<file path="src/rtl/wb_reg_spi_sequencer.sv">
// Wishbone-driven serialiser for the raybox register SPI port, arbitrated against the LA bit-bang path.
// Optional IRQ output is enabled by defining WB_REG_SPI_IRQ_EN.
module wb_reg_spi_sequencer #(
  parameter logic [31:0] BASE_ADDR = 32'h3000_0000,
  parameter int unsigned CLK_DIV   = 2
) (
  input  logic        wb_clk_i,
  input  logic        wb_rst_i,
  input  logic        wbs_stb_i,
  input  logic        wbs_cyc_i,
  input  logic        wbs_we_i,
  input  logic [3:0]  wbs_sel_i,
  input  logic [31:0] wbs_adr_i,
  input  logic [31:0] wbs_dat_i,
  output logic        wbs_ack_o,
  output logic [31:0] wbs_dat_o,
  input  logic        i_la_own,
  input  logic        i_la_csb,
  input  logic        i_la_sclk,
  input  logic        i_la_mosi,
  output logic        o_reg_csb,
  output logic        o_reg_sclk,
  output logic        o_reg_mosi
`ifdef WB_REG_SPI_IRQ_EN
  ,
  output logic        o_irq
`endif
);

  typedef enum logic [2:0] {S_IDLE, S_SETUP, S_HIGH, S_LOW, S_HOLD, S_GAP} state_t;
  localparam logic [7:0] DIV_M1 = 8'(CLK_DIV - 1);

  state_t      state, state_n;
  logic [7:0]  cnt, cnt_n;
  logic [5:0]  idx, idx_n;
  logic        csb_q, sclk_q, mosi_q, csb_n, sclk_n, mosi_n, done;
  logic [31:0] data0, data1, rdata, dat_q;
  logic [63:0] frame;
  logic [6:0]  len, len_w, len_src, len_eff;
  logic [7:0]  frame_cnt;
  logic [1:0]  reg_sel;
  logic        overrun, lenerr, pending, owner_la, ack;
  logic        decode, accept, wr, rd, busy, start_ok, launch;
  logic        unused_adr;

  assign unused_adr = ^wbs_adr_i[1:0];
  // DATA registers cannot change while BUSY, so the frame is shifted straight out of them.
  assign frame = {data1, data0};

  always_comb begin
    decode   = (wbs_adr_i[31:4] == BASE_ADDR[31:4]);
    accept   = wbs_stb_i & wbs_cyc_i & decode & ~ack;
    wr       = accept & wbs_we_i;
    rd       = accept & ~wbs_we_i;
    reg_sel  = wbs_adr_i[3:2];
    busy     = (state != S_IDLE) | pending;
    len_w    = wbs_sel_i[0] ? wbs_dat_i[6:0] : len;
    start_ok = wr & (reg_sel == 2'd2) & wbs_sel_i[1] & wbs_dat_i[8] & ~busy & (len_w != 7'd0);
    len_src  = start_ok ? len_w : len;
    len_eff  = (len_src > 7'd64) ? 7'd64 : len_src;
    launch   = (state == S_IDLE) & ~owner_la & (pending | start_ok);
    case (reg_sel)
      2'd0:    rdata = data0;
      2'd1:    rdata = data1;
      2'd2:    rdata = {25'd0, len};
      default: rdata = {16'd0, frame_cnt, 4'd0, lenerr, overrun, owner_la, busy};
    endcase
  end

  always_comb begin
    state_n = state;
    cnt_n   = (cnt != 8'd0) ? cnt - 8'd1 : cnt;
    idx_n   = idx;
    csb_n   = csb_q;
    sclk_n  = sclk_q;
    mosi_n  = mosi_q;
    done    = 1'b0;
    case (state)
      S_IDLE: if (launch) begin
        state_n = S_SETUP;
        cnt_n   = DIV_M1;
        idx_n   = 6'(len_eff - 7'd1);
        csb_n   = 1'b0;
        sclk_n  = 1'b0;
        mosi_n  = frame[6'(len_eff - 7'd1)];
      end
      S_SETUP: if (cnt == 8'd0) begin
        state_n = S_HIGH;
        cnt_n   = DIV_M1;
        sclk_n  = 1'b1;
      end
      S_HIGH: if (cnt == 8'd0) begin
        cnt_n  = DIV_M1;
        sclk_n = 1'b0;
        if (idx == 6'd0) begin
          state_n = S_HOLD;
        end else begin
          state_n = S_LOW;
          idx_n   = idx - 6'd1;
          mosi_n  = frame[idx - 6'd1];
        end
      end
      S_LOW: if (cnt == 8'd0) begin
        state_n = S_HIGH;
        cnt_n   = DIV_M1;
        sclk_n  = 1'b1;
      end
      S_HOLD: if (cnt == 8'd0) begin
        state_n = S_GAP;
        cnt_n   = DIV_M1;
        csb_n   = 1'b1;
        mosi_n  = 1'b0;
      end
      S_GAP: if (cnt == 8'd0) begin
        state_n = S_IDLE;
        done    = 1'b1;
      end
      default: state_n = S_IDLE;
    endcase
  end

  always_ff @(posedge wb_clk_i) begin
    if (wb_rst_i) begin
      state  <= S_IDLE;
      cnt    <= 8'd0;
      idx    <= 6'd0;
      csb_q  <= 1'b1;
      sclk_q <= 1'b0;
      mosi_q <= 1'b0;
    end else begin
      state  <= state_n;
      cnt    <= cnt_n;
      idx    <= idx_n;
      csb_q  <= csb_n;
      sclk_q <= sclk_n;
      mosi_q <= mosi_n;
    end
  end

  always_ff @(posedge wb_clk_i) begin
    if (wb_rst_i) begin
      ack       <= 1'b0;
      dat_q     <= 32'd0;
      data0     <= 32'd0;
      data1     <= 32'd0;
      len       <= 7'd0;
      overrun   <= 1'b0;
      lenerr    <= 1'b0;
      pending   <= 1'b0;
      owner_la  <= 1'b0;
      frame_cnt <= 8'd0;
    end else begin
      ack   <= accept;
      dat_q <= rd ? rdata : 32'd0;
      if (wr) begin
        case (reg_sel)
          2'd0, 2'd1: begin
            if (busy) overrun <= 1'b1;
            else for (int b = 0; b < 4; b++)
              if (wbs_sel_i[b]) begin
                if (reg_sel == 2'd0) data0[8*b +: 8] <= wbs_dat_i[8*b +: 8];
                else                 data1[8*b +: 8] <= wbs_dat_i[8*b +: 8];
              end
          end
          2'd2: begin
            if (busy) overrun <= 1'b1;
            else begin
              if (wbs_sel_i[0]) len <= wbs_dat_i[6:0];
              if (wbs_sel_i[1] && wbs_dat_i[8] && len_w == 7'd0) lenerr <= 1'b1;
            end
          end
          default: if (wbs_sel_i[0]) begin
            if (wbs_dat_i[2]) overrun <= 1'b0;
            if (wbs_dat_i[3]) lenerr  <= 1'b0;
          end
        endcase
      end
      if (launch)                  pending <= 1'b0;
      else if (start_ok && owner_la) pending <= 1'b1;
      // A START accepted in the same cycle as an LA request keeps the port for the frame.
      if (owner_la) begin
        if (!i_la_own) owner_la <= 1'b0;
      end else if (i_la_own && state == S_IDLE && !pending && !start_ok) begin
        owner_la <= 1'b1;
      end
      if (done) frame_cnt <= frame_cnt + 8'd1;
    end
  end

`ifdef WB_REG_SPI_IRQ_EN
  logic irq;
  always_ff @(posedge wb_clk_i) begin
    if (wb_rst_i)                        irq <= 1'b0;
    else if (done)                       irq <= 1'b1;
    else if (rd && reg_sel == 2'd3)      irq <= 1'b0;
  end
  assign o_irq = irq;
`endif

  assign wbs_ack_o  = ack;
  assign wbs_dat_o  = dat_q;
  assign o_reg_csb  = owner_la ? i_la_csb  : csb_q;
  assign o_reg_sclk = owner_la ? i_la_sclk : sclk_q;
  assign o_reg_mosi = owner_la ? i_la_mosi : mosi_q;

endmodule

</file>
<file path="config.mk">
export PLATFORM = sky130hd
export DESIGN_NAME = wb_reg_spi_sequencer
export DESIGN_NICKNAME = d
export VERILOG_FILES = /design/src/rtl/wb_reg_spi_sequencer.sv
export SDC_FILE = /design/constraint.sdc
export NUM_CORES = 1
export LEC_CHECK = 0
export BUFFER_PORTS_ARGS = -buffer_cell sky130_fd_sc_hd__buf_2
export CAP_MARGIN = 15
export CELL_PAD_IN_SITES_DETAIL_PLACEMENT = 0
export CELL_PAD_IN_SITES_GLOBAL_PLACEMENT = 1
export CORE_ASPECT_RATIO = 0.7
export CORE_MARGIN = 2
export CORE_UTILIZATION = 40
export DETAILED_ROUTE_END_ITERATION = 10
export PLACE_DENSITY = 0.87
export SKIP_CTS_REPAIR_TIMING = 1
export SLEW_MARGIN = 20
export SYNTH_ARGS = -nofsm -noshare
export SYNTH_HDL_FRONTEND = slang
export SYNTH_SLANG_ARGS = --single-unit
</file>
<file path="constraint.sdc">
create_clock -name wb_clk_i -period 5.2 [get_ports wb_clk_i]
set_clock_uncertainty 0.05 [all_clocks]
set_input_delay 0.26 -clock wb_clk_i [delete_from_list [all_inputs] [get_ports wb_clk_i]]
set_output_delay 0.26 -clock wb_clk_i [all_outputs]
set_load 0.02 [all_outputs]
</file>
# ---- After elaboration in Yosys (flattened, before gate mapping)
# Cells that the tools add are included.
dict set report word_totals {
  input_bits 77
  elab_cells 162
  regBits 136
  out_inout_bits 36
}
dict set report classes {
  order_cmp 3
  n_eq_ne 17
  bitwise_logic 21
  n_reduce_logical 46
  muxes 49
  addsub 4
}
# operator n
set op_table {}
lappend op_table {{one-hot mux 32 bit (3 select lines)} 1}
lappend op_table {{AND reduction 5 bit} 10}
lappend op_table {{== test 28 x 26 -> 1 bit, second input constant} 1}
lappend op_table {{2-to-1 mux 1 bit} 24}
lappend op_table {{2-to-1 mux 6 bit} 4}
lappend op_table {{2-to-1 mux 8 bit} 3}
lappend op_table {{2-to-1 mux 3 bit} 6}
lappend op_table {{one-hot mux 8 bit (2 select lines)} 1}
lappend op_table {{one-hot mux 3 bit (5 select lines)} 1}
lappend op_table {{< comparator 6 x 7 -> 1 bit, second input constant} 2}
lappend op_table {{2-to-1 mux 7 bit} 2}
lappend op_table {{bitwise AND 1 bit} 12}
lappend op_table {{binary-select mux 1 bit (select 6 bit)} 2}
lappend op_table {{!= test 2 bit, second input constant} 6}
lappend op_table {{one-hot mux 6 bit (2 select lines)} 1}
lappend op_table {{AND reduction 4 bit} 3}
lappend op_table {{nonzero test 2 bit} 6}
lappend op_table {{subtractor 6 x 1 -> 6 bit, second input constant} 2}
lappend op_table {{nonzero test 3 bit} 3}
lappend op_table {{adder 8 x 1 -> 8 bit, second input constant} 1}
lappend op_table {{logical NOT 8 bit} 1}
lappend op_table {{nonzero test 8 bit} 1}
lappend op_table {{OR reduction 2 bit} 4}
lappend op_table {{subtractor 8 x 1 -> 8 bit, second input constant} 1}
lappend op_table {{other kinds (22)} 42}

# ---- Depth between registers and ports, before layout
# Gate-level depths: netlist of the first run.
dict set report logic_depth {
  ltp_word 17
  ltp_mapped 20
  ltp_nobuf 15
}

# ---- Least setup slack after synthesis of the first run
# Ideal clock, no wire load.
dict set report synth_timing {
  path_type {input to register}
  from {input port wbs_adr_i[5]}
  to {register mosi_q}
  t_required_ps 5030
  setup_ps 120
  path_stages 19
  arrival_ps 3913
  n_path_buf 4
  setup_slack_ps 1117
  path_cell_list {nor4bb_1 nand4_1 or3_1 buf_6 nor2_1 buf_2 mux2_2 nand2_1 ha_1 clkbuf_1 clkinv_1 a211oi_1 a31oi_1 buf_2 o22a_1 o2111ai_1 nand3_1 and3b_1 o31a_1}
}
dict set report synth_between {
  elab_chain_cells 17
  word_cells_on_any_way 21
  cone_classes {1 x add/sub; 1 x order compare; 2 x eq/ne; 6 x mux; 10 x bitwise; 1 x reduce/logical}
}
# element line_no
set synth_rtl {}
lappend synth_rtl {{start: declaration} 13} ;# input logic [31:0] wbs_adr_i,
lappend synth_rtl {{== test 28 x 26 -> 1 bit (*)} 51} ;# decode = (wbs_adr_i[31:4] == BASE_ADDR[31:4]);
lappend synth_rtl {{bitwise AND 1 bit (*) (2 in a row)} 52} ;# accept = wbs_stb_i & wbs_cyc_i & decode & ~ack;
lappend synth_rtl {{bitwise AND 1 bit (*)} 53} ;# wr = accept & wbs_we_i;
lappend synth_rtl {{bitwise AND 1 bit (*) (5 in a row)} 58} ;# start_ok = wr & (reg_sel == 2'd2) & wbs_sel_i[1] & wbs_dat_i[8] & ~busy & (len_w != 7'd0);
lappend synth_rtl {{2-to-1 mux 7 bit} 59} ;# len_src = start_ok ? len_w : len;
lappend synth_rtl {{> comparator 7 bit} 60} ;# len_eff = (len_src > 7'd64) ? 7'd64 : len_src;
lappend synth_rtl {{2-to-1 mux 6 bit} 60}
lappend synth_rtl {{subtractor 6 x 1 -> 6 bit} 85} ;# mosi_n = frame[6'(len_eff - 7'd1)];
lappend synth_rtl {{binary-select mux 1 bit (select 6 bit)} 85}
lappend synth_rtl {{2-to-1 mux 1 bit (not written as such)} 85}
lappend synth_rtl {{2-to-1 mux 1 bit} 79} ;# S_IDLE: if (launch) begin
lappend synth_rtl {{one-hot mux 1 bit (3 select lines)} 78} ;# case (state)
lappend synth_rtl {{end signal: assignment} 136} ;# mosi_q <= mosi_n;
lappend synth_rtl {{end: declaration} 36} ;# logic csb_q, sclk_q, mosi_q, csb_n, sclk_n, mosi_n, done;
# Mark *: on every way between the ends. The rest lies on a longest branch, timed or not. The select of a mux whose other input is x is not followed.
# A chain may end at the register's enable or synchronous reset.

# ---- Final worst setup path of the first run
dict set report layout_timing {
  from {register state[1]}
  to {register mosi_q}
}
dict set report layout_between {
  elab_chain_cells 13
  word_cells_on_any_way 25
  cone_classes {1 x add/sub; 1 x order compare; 6 x eq/ne; 6 x mux; 7 x bitwise; 4 x reduce/logical}
}
# element line_no
set layout_rtl {}
lappend layout_rtl {{start: declaration} 33} ;# state_t state, state_n;
lappend layout_rtl {{start signal: assignment} 131} ;# state <= state_n;
lappend layout_rtl {{nonzero test 3 bit} 56} ;# busy = (state != S_IDLE) | pending;
lappend layout_rtl {{bitwise OR 1 bit} 56}
lappend layout_rtl {{NOT 1 bit (no line)} -}
lappend layout_rtl {{bitwise AND 1 bit (2 in a row)} 58}
lappend layout_rtl {{2-to-1 mux 7 bit} 59}
lappend layout_rtl {{> comparator 7 bit} 60}
lappend layout_rtl {{2-to-1 mux 6 bit} 60}
lappend layout_rtl {{subtractor 6 x 1 -> 6 bit} 85}
lappend layout_rtl {{binary-select mux 1 bit (select 6 bit)} 85}
lappend layout_rtl {{2-to-1 mux 1 bit (not written as such)} 85}
lappend layout_rtl {{2-to-1 mux 1 bit} 79}
lappend layout_rtl {{one-hot mux 1 bit (3 select lines)} 78}
# Several ways; a longest one is shown, not always the timed one. The select of a mux whose other input is x is not followed.

==> reports/qor.yml, run 1 <==
status: "complete, no violations"
clkSinkCount: 136
hold_start: "i_la_own"
cp_data_required_time_ns: 5.46
seq_area_um2: 2723
setup_viol: 0
initial_core_util_pct: 40.75
drc: 0
crit_fanout: 12
avgSynthCellArea_um2: 8.809
first_pass_iters: 5
synth_fa_ha_area_share_pct: 1.194
multi_input_area_um2: 4313
grt_pass1_wl_um: 33890
crit_start: "state[1]$_SDFFE_PP0P_"
r2r_start: "state[1]$_SDFFE_PP0P_"
clockRootBuffer: "clkbuf_16"
die_w_um: 165.9
post-route-min-period_ns: 4.573
insertedDiodeCount: 0
io_buffer_count: 110
power_per_cell_area_nw_per_um2: 306.3
post-route-util_pct: 48.02
grt_util_all_layers_pct: 21.55
hold_class: "in -> reg"
cap_violations: 0
ys_warn_count: 0
gp_congestion: 0.8889
rsz0062_at_grt: "false"
clkLatencyLatePin_ns: 0.42
fmax_mhz: 218.7
worstSetupPathType: "reg -> reg"
drtAntennaViolNets: 0
tightest_slew_ns: 1.069
startpoint_type: "register"
r2r_slack_ns: 0.63
ys_ff_latch: 136
cts_tree: "built"
die-area_um2: 19460
htreeDepth: 4
vias: 6642
grt_antenna_before_repair: 0
coreArea_um2: 18010
finalWirelength_um: 21070
maxSlewViolCount: 0
grt_max_degree: 96
wl_per_cell_um: 18.15
crit_arrival_ns: 4.83
synth_top_family_by_area: "simple AND/OR/NAND/NOR gates"
vdd_drop_max_mv: 0.2556
syn_inst: 833
io_pins: 113
synth_compound_area_share_pct: 14.10
cts_buffer_depth: 2
hold_violations: 0
yosys.area_share.simple_pct: 21.40
die_height_um: 117.3
synth_xor_area_share_pct: 2.506
synthesis.nets: 917
cts_buffers: 17
dp_hpwl_um: 14940
fin_crit_sh_pct: 87.94
clk_pin_slew_ns: 0.07
synth-seq-area-share_pct: 37.10
fillers: 1715
areaGrowthSynthToFinish_pct: 17.83
grt_pass1_vias: 6296
ys_types: 70
drive_above_1_share_pct: 22.05
synth_flop_cell: "dfxtp_1"
max-slew-margin-rel_pct: 28.75
setup_tns_ns: 0
synthArstFlopShare_pct: 0
fin_nets: 996
p_leak_nw: 3.324
grt_remaining_overflow: 0
muxShareOfSynthArea_pct: 19.42
num_rows: 41
syn-cell-area_um2: 7338
synth_edf_count: 0
via_per_inst: 5.721
drt-initial-drc-count: 710
critPathCaptureType: "register"
worst paths after layout:
| check | end | cells past startpoint |
|---|---|---|
| setup / recovery | mosi_q$_SDFFE_PP0P_ | 16 |
| hold / removal | owner_la$_SDFF_PP0_ | 2 |
| setup reg to reg | mosi_q$_SDFFE_PP0P_ | 16 |
| hold reg to reg | csb_q$_SDFFE_PP1P_ | 2 |
flip-flops by register name (all words and copies together), names as in the netlist, 3 cells and up:
signal,cells
state,3
data1,32
data0,32
idx,6
cnt,8
len,7
wbs_dat_o,32
frame_cnt,8
cell usage in the layout, fill, tap and decap left out, types with 5 or more instances in the layout:
master	instances
dfxtp_1	136
nor2_1	127
buf_2	110
mux2i_1	73
a21oi_1	61
nand2_1	58
nand3_1	50
mux4_2	26
nor3_1	23
clkbuf_16	17
o21ai_0	16
a211oi_1	13
buf_4	13
xnor2_1	12
inv_1	12
o22ai_1	10
xor2_1	9
o22a_1	9
and3_1	9
and2_1	8
nor4_1	8
ha_1	7
nand2b_1	6
a32oi_1	5
mux2_2	5
nand4_1	5
nor4_2	5
inv_6	5
cell usage after synthesis, types with 5 or more instances:
library cell | number | share of area, %
dfxtp_1 | 136 | 37
nand2b_1 | 6 | 0.51
a211oi_1 | 13 | 1.3
nand3_1 | 50 | 3.4
mux2_2 | 5 | 0.77
xor2_1 | 9 | 1.1
nor2_1 | 127 | 6.5
o21ai_0 | 16 | 1.1
nor4_1 | 9 | 0.77
buf_1 | 5 | 0.26
nand4_1 | 5 | 0.43
buf_2 | 5 | 0.34
clkbuf_1 | 50 | 2.6
xnor2_1 | 12 | 1.4
inv_1 | 12 | 0.61
o22a_1 | 9 | 1.1
and3_1 | 9 | 0.77
a32oi_1 | 5 | 0.60
a21oi_1 | 61 | 4.2
nand2_1 | 58 | 3.0
mux2i_1 | 73 | 10
o22ai_1 | 10 | 0.85
mux4_2 | 26 | 8.0
nor3_1 | 24 | 1.6
ha_1 | 7 | 1.2
and2_1 | 8 | 0.68
power breakdown:
group	leakage, nW	internal, mW	switching, mW
Combinational	1.93	0.113	0.167
Sequential	1.10	1.07	0.0252
Clock	0.293	0.766	0.506
Total	3.32	1.95	0.698
critical path, stage by stage, from the launching register on:
cell and delay [ns]:
dfxtp_1 0.43, nor4_2 0.71, and4_1 0.35, o211ai_2 0.21, nor2_1 0.25, buf_4 0.24, a21oi_1 0.10, ha_1 0.32
clkinv_1 0.24, a211oi_1 0.29, a31oi_1 0.12, buf_4 0.22, o22a_1 0.18, o2111ai_1 0.08, o311ai_0 0.16, and3b_1 0.20
o31a_1 0.29
per-stage QoR:
stage | cell area (µm²) | hold slack (ns) | total power [mW] | cells | worst slack (ns)
global placement | 8031 | 0.4284 | 1.397 | 1129 | 0.8887
global route | 8647 | 0.03582 | 2.762 | 1161 | 0.3854
finish | 8647 | 0.02004 | 2.649 | 1161 | 0.6269
detailed placement | 8031 | 0.4314 | 1.401 | 1129 | 0.8155
CTS | 8647 | 0.01824 | 2.669 | 1161 | 0.7887
floorplan | 7338 | 0.3486 | 1.320 | 833 | 1.117
kinds of logic after synthesis:
group / after synthesis
fa+ha+maj: 7
compound gates: 156
simple gates: 330
mux: 106
xor+xnor: 21
buf+inv: 77
flops: 136
metal layers:
| layer | GRT usage (%) | up-vias | share of wire, % |
|---|---|---|---|
| li1 | - | 3178 | - |
| met1 | 32.26 | 3173 | 48 |
| met2 | 30.63 | 272 | 42 |
| met3 | 5.602 | 19 | 8.3 |
| met4 | 5.380 | 0 | 1.1 |
| met5 | 0 | - | 0 |
layout make-up:
cell class,count,share of cell area (%)
Clock buffer,17,4.920
Clock inverter,15,2.199
Inverter,14,0.6077
Multi-Input combinational cell,620,49.88
Sequential cell,136,31.49
Tap cell,236,3.415
Timing Repair Buffer,123,7.495
No activity file was read; power rests on OpenSTA's default activity.
==> run 2, diff against run 1 <==
--- a/config.mk
+++ b/config.mk
@@ -9,11 +9,10 @@
 export CAP_MARGIN = 15
 export CELL_PAD_IN_SITES_DETAIL_PLACEMENT = 0
 export CELL_PAD_IN_SITES_GLOBAL_PLACEMENT = 1
-export CORE_ASPECT_RATIO = 0.7
 export CORE_MARGIN = 2
-export CORE_UTILIZATION = 40
+export CORE_UTILIZATION = 35
 export DETAILED_ROUTE_END_ITERATION = 10
-export PLACE_DENSITY = 0.87
+export PLACE_DENSITY = 0.79
 export SKIP_CTS_REPAIR_TIMING = 1
 export SLEW_MARGIN = 20
 export SYNTH_ARGS = -nofsm -noshare
==> run 2 against run 1 <==
Die area grew 14%; power shrank 1.5%; core utilization shrank 5.3 points; register-to-register slack gained 0.03 ns; critical endpoint unchanged; highest routed layer unchanged; first-iteration DRC count shrank 45%; largest cell class unchanged; global-route usage shrank 2.5 points; sequential cell count is the same; setup slack gained 0.033 ns.
==> reports/qor.yml, run 2 (synthesized netlist as in run 1, its figures left out) <==
setup_tns_ns: 0
coreArea_um2: 20430
die_w_um: 148.8
initial_core_util_pct: 35.92
seq_area_um2: 2723
vias: 6594
drtAntennaViolNets: 0
fin_crit_sh_pct: 87.32
grt_antenna_before_repair: 0
post-route-min-period_ns: 4.540
first_pass_iters: 4
vdd_drop_max_mv: 0.1816
wl_per_cell_um: 17.29
max-slew-margin-rel_pct: 32.54
clkLatencyLatePin_ns: 0.43
status: "complete, no violations"
startpoint_type: "register"
io_buffer_count: 110
r2r.worst_path.cells: 15
crit_start: "state[1]$_SDFFE_PP0P_"
clk_pin_slew_ns: 0.06
r2r_slack_ns: 0.66
fmax_mhz: 220.2
crit_arrival_ns: 4.85
worstSetupPathType: "reg -> reg"
cp_data_required_time_ns: 5.51
rsz0062_at_grt: "false"
cts_tree: "built"
drt-initial-drc-count: 392
power_per_cell_area_nw_per_um2: 299.0
layout_common_cells: "dfxtp_1 (136), nor2_1 (127), buf_2 (110)"
drc: 0
num_rows: 52
gp_congestion: 0.8631
multi_input_area_um2: 4319
hold_class: "in -> reg"
power_mw: 2.609
fillers: 2073
finalWirelength_um: 20770
setup_viol: 0
fin_nets: 1002
crit_fanout: 11
die-area_um2: 22140
htreeDepth: 4
grt_util_all_layers_pct: 19.03
hold_start: "wbs_dat_i[9]"
die_height_um: 148.8
grt_remaining_overflow: 0
clkSinkCount: 136
critPathCaptureType: "register"
dp_hpwl_um: 15110
areaGrowthSynthToFinish_pct: 18.89
p_leak_nw: 3.348
grt_max_degree: 96
post-route-util_pct: 42.71
maxSlewViolCount: 0
min_to: "data0[9]$_SDFFE_PP0P_"
r2r_end: "mosi_q$_SDFFE_PP0P_"
io_pins: 113
cts_buffers: 17
final_common_cell: "dfxtp_1"
holdPathStages: 3
cap_violations: 0
r2r_start: "state[1]$_SDFFE_PP0P_"
tightest_slew_ns: 1.012
cts_buffer_depth: 2
grt_pass1_vias: 6216
drive_above_1_share_pct: 22.47
grt_pass1_wl_um: 33090
clockRootBuffer: "clkbuf_16"
via_per_inst: 5.490
hold_violations: 0
## run 2: cell count changes in the layout (fill, tap and decap cells not counted)
cell        before  now
buf_4           13   19
clkbuf_1         0    1
clkinv_2         1    2
clkinvlp_4       3    2
diode_2          0    1
inv_6            5    4
inv_8            1    0
nor4_1           8    7
nor4_2           5    6
## run 2: how the worst max path moves through the flow
stage / endpoint / slack [ns] / cells past startpoint
final: mosi_q$_SDFFE_PP0P_ / 0.66 / 15
after global routing: mosi_q$_SDFFE_PP0P_ / 0.27 / 15
after CTS: mosi_q$_SDFFE_PP0P_ / 0.75 / 15
after detailed placement: mosi_q$_SDFFE_PP0P_ / 0.80 / 15
after global placement: mosi_q$_SDFFE_PP0P_ / 0.75 / 15
after floorplan: mosi_q$_SDFFE_PP0P_ / 1.12 / 19
## run 2: routing by layer
layer | part of all wire [%] | track usage (%) | routed length (µm)
met5 | 0 | 0 | 0
met4 | 2.6 | 7.667 | 534
met3 | 5.0 | 3.700 | 1042
met2 | 47 | 30.44 | 9860
met1 | 45 | 25.35 | 9328
## run 2: layout make-up
class                      count  area share, %
sequential                   136          31.21
multi-input combinational    620          49.51
clock inverter                13          1.922
clock buffer                  18          4.919
timing repair buffer         129          7.945
inverter                      14         0.6023
antenna                        1        0.02868
tap                          270          3.872
## run 2: where the power goes
group	internal [mW]	leakage, nW	switching [mW]	total [mW]
combinational	0.115	1.96	0.171	0.285
clock	0.756	0.288	0.470	1.23
sequential	1.07	1.10	0.0256	1.10
total	1.94	3.35	0.666	2.61
## run 2: per-stage QoR
step / hold slack [ns] / instances / setup slack, ns / instance area, µm²
CTS: 0.01994 / 1200 / 0.7515 / 8716
global route: 0.04593 / 1200 / 0.2723 / 8722
floorplan: 0.3486 / 833 / 1.117 / 7338
detailed placement: 0.4350 / 1169 / 0.8041 / 8119
global placement: 0.4263 / 1169 / 0.7504 / 8119
finish: 0.03493 / 1201 / 0.6596 / 8725
## run 2: worst max-delay path, cell delays in order, from the launching register on
cell and delay, ns:
dfxtp_1 0.32, nor4_2 0.57, and4_1 0.33, o211ai_2 0.21, nor2_1 0.36, mux2_2 0.40
nand2_1 0.07, ha_1 0.33, buf_4 0.22, a31oi_1 0.42, buf_4 0.27, o22ai_1 0.09
nor3_1 0.28, a32oi_1 0.10, a211oi_1 0.29, o31a_1 0.17
==> run 3, diff against run 2 <==
==> constraint.sdc (replaced) <==
create_clock -name wb_clk_i -period 4.28 [get_ports wb_clk_i]
set_clock_uncertainty 0.05 [all_clocks]
set_input_delay 0.214 -clock wb_clk_i [delete_from_list [all_inputs] [get_ports wb_clk_i]]
set_output_delay 0.214 -clock wb_clk_i [all_outputs]
set_load 0.02 [all_outputs]
==> run 3 against run 2 <==
The run now ends with negative hold slack left; cell count is 1.6% higher; clock power is 24% higher; maximum frequency is 16% higher; routed wire length is 2.3% higher; critical path type unchanged.
==> reports/qor.yml, run 3 (synthesized netlist as in run 1, its figures left out) <==
status: "complete, but fails checks"
violations: "negative hold slack"
cts_buffers: 17
hold_violations: 16
final_common_cell: "dfxtp_1"
grt_antenna_before_repair: 0
htreeDepth: 4
die-area_um2: 22140
fillers: 2064
grt_pass1_wl_um: 33600
crit_fanout: 11
setup_tns_ns: 0
seq_area_um2: 2723
rsz0062_at_grt: "false"
critPathCaptureType: "register"
power_per_cell_area_nw_per_um2: 360.2
fin_nets: 1021
max_stage_delay_ns: 0.48
io_pins: 113
first_pass_iters: 6
num_rows: 52
drc: 0
wl_per_cell_um: 17.41
io_buffer_count: 110
tightest_slew_ns: 1.034
cp_data_required_time_ns: 4.61
cts_buffer_depth: 2
grt_util_all_layers_pct: 19.28
vias: 6613
multi_input_area_um2: 4327
crit_arrival_ns: 4.23
layout_common_cells: "dfxtp_1 (136), nor2_1 (126), buf_2 (110)"
holdWs_ns: -0.01258
clk_pin_slew_ns: 0.06
fin_crit_sh_pct: 91.33
grt_pass1_vias: 6288
cts_tree: "built"
clockRootBuffer: "clkbuf_16"
vdd_drop_max_mv: 0.2554
path_cells: "nor4_2 > buf_4 > and4_1 > o211ai_2 > nor2_4 > mux2_2 > nand2_1 > ha_2 > clkinv_1 > buf_4 > a31oi_2 > nor2_1 > or4_1 > nand3_1 > and3b_1 > o31a_1"
gp_congestion: 0.8717
die_height_um: 148.8
dp_hpwl_um: 15200
hold_class: "in -> reg"
cp_common_cell: "buf_4"
fmax_mhz: 255.8
startpoint_type: "register"
finalWirelength_um: 21240
place_ws_ns: 0.06599
finalWorstSetupSlack_ns: 0.3709
cap_violations: 0
initial_core_util_pct: 35.92
grt_max_degree: 95
insertedDiodeCount: 0
post-route-min-period_ns: 3.909
maxSlewViolCount: 0
slowest_stage: "or4_1"
post-route-util_pct: 43.50
clkSinkCount: 136
drtAntennaViolNets: 0
setup_viol: 0
drt-initial-drc-count: 426
max-slew-margin-rel_pct: 31.09
p_leak_nw: 3.430
die_w_um: 148.8
worstSetupPathType: "reg -> reg"
coreArea_um2: 20430
drive_above_1_share_pct: 23.79
grt_remaining_overflow: 0
via_per_inst: 5.420
clkLatencyLatePin_ns: 0.43
areaGrowthSynthToFinish_pct: 21.11
run 3: report_power, final:
| part | total, mW | internal [mW] | switching (mW) |
|---|---|---|---|
| Clock | 1.52 | 0.923 | 0.599 |
| Combinational | 0.345 | 0.144 | 0.202 |
| Sequential | 1.33 | 1.30 | 0.0317 |
| Total | 3.20 | 2.37 | 0.832 |
run 3: cell type report:
type / count / area share, %
well taps: 270 / 3.801
repair buffers: 148 / 9.517
inverters: 14 / 0.5913
clock inverters: 13 / 1.901
clock buffers: 19 / 4.871
multi-input cells: 620 / 48.68
flip-flops and latches: 136 / 30.63
run 3: layer usage:
| metal | wire length (µm) | global-route usage, % |
|---|---|---|
| met3 | 982 | 4.373 |
| met1 | 9625 | 25.17 |
| met4 | 346 | 6.333 |
| met5 | 0 | 0 |
| met2 | 10290 | 31.71 |
run 3: path summary, 6_finish.rpt:
check,slack (ns),endpoint,cells past startpoint,start
max reg2reg,0.37,mosi_q$_SDFFE_PP0P_,16,state[1]$_SDFFE_PP0P_
max,0.37,mosi_q$_SDFFE_PP0P_,16,state[1]$_SDFFE_PP0P_
min reg2reg,0.44,data1[22]$_SDFFE_PP0P_,2,data1[22]$_SDFFE_PP0P_
min,-0.01,data0[27]$_SDFFE_PP0P_,3,wbs_dat_i[27]
run 3: stage by stage:
stage | instances | instance area (µm²) | power [mW]
3_5_place_dp | 1184 | 8232 | 1.704
5_1_grt | 1220 | 8887 | 3.333
2_1_floorplan | 833 | 7338 | 1.604
6_report | 1220 | 8887 | 3.202
4_1_cts | 1216 | 8833 | 3.228
3_3_place_gp | 1184 | 8232 | 1.701
run 3: critical path: cells and delay by family (launching register included):
family	cells	cell delay, ns
AO/OA/AOI/OAI	3	0.72
adder cells (fa/ha/maj)	1	0.29
buffers and inverters	3	0.52
flip-flops	1	0.32
multiplexers	1	0.36
AND/OR/NAND/NOR	8	1.61
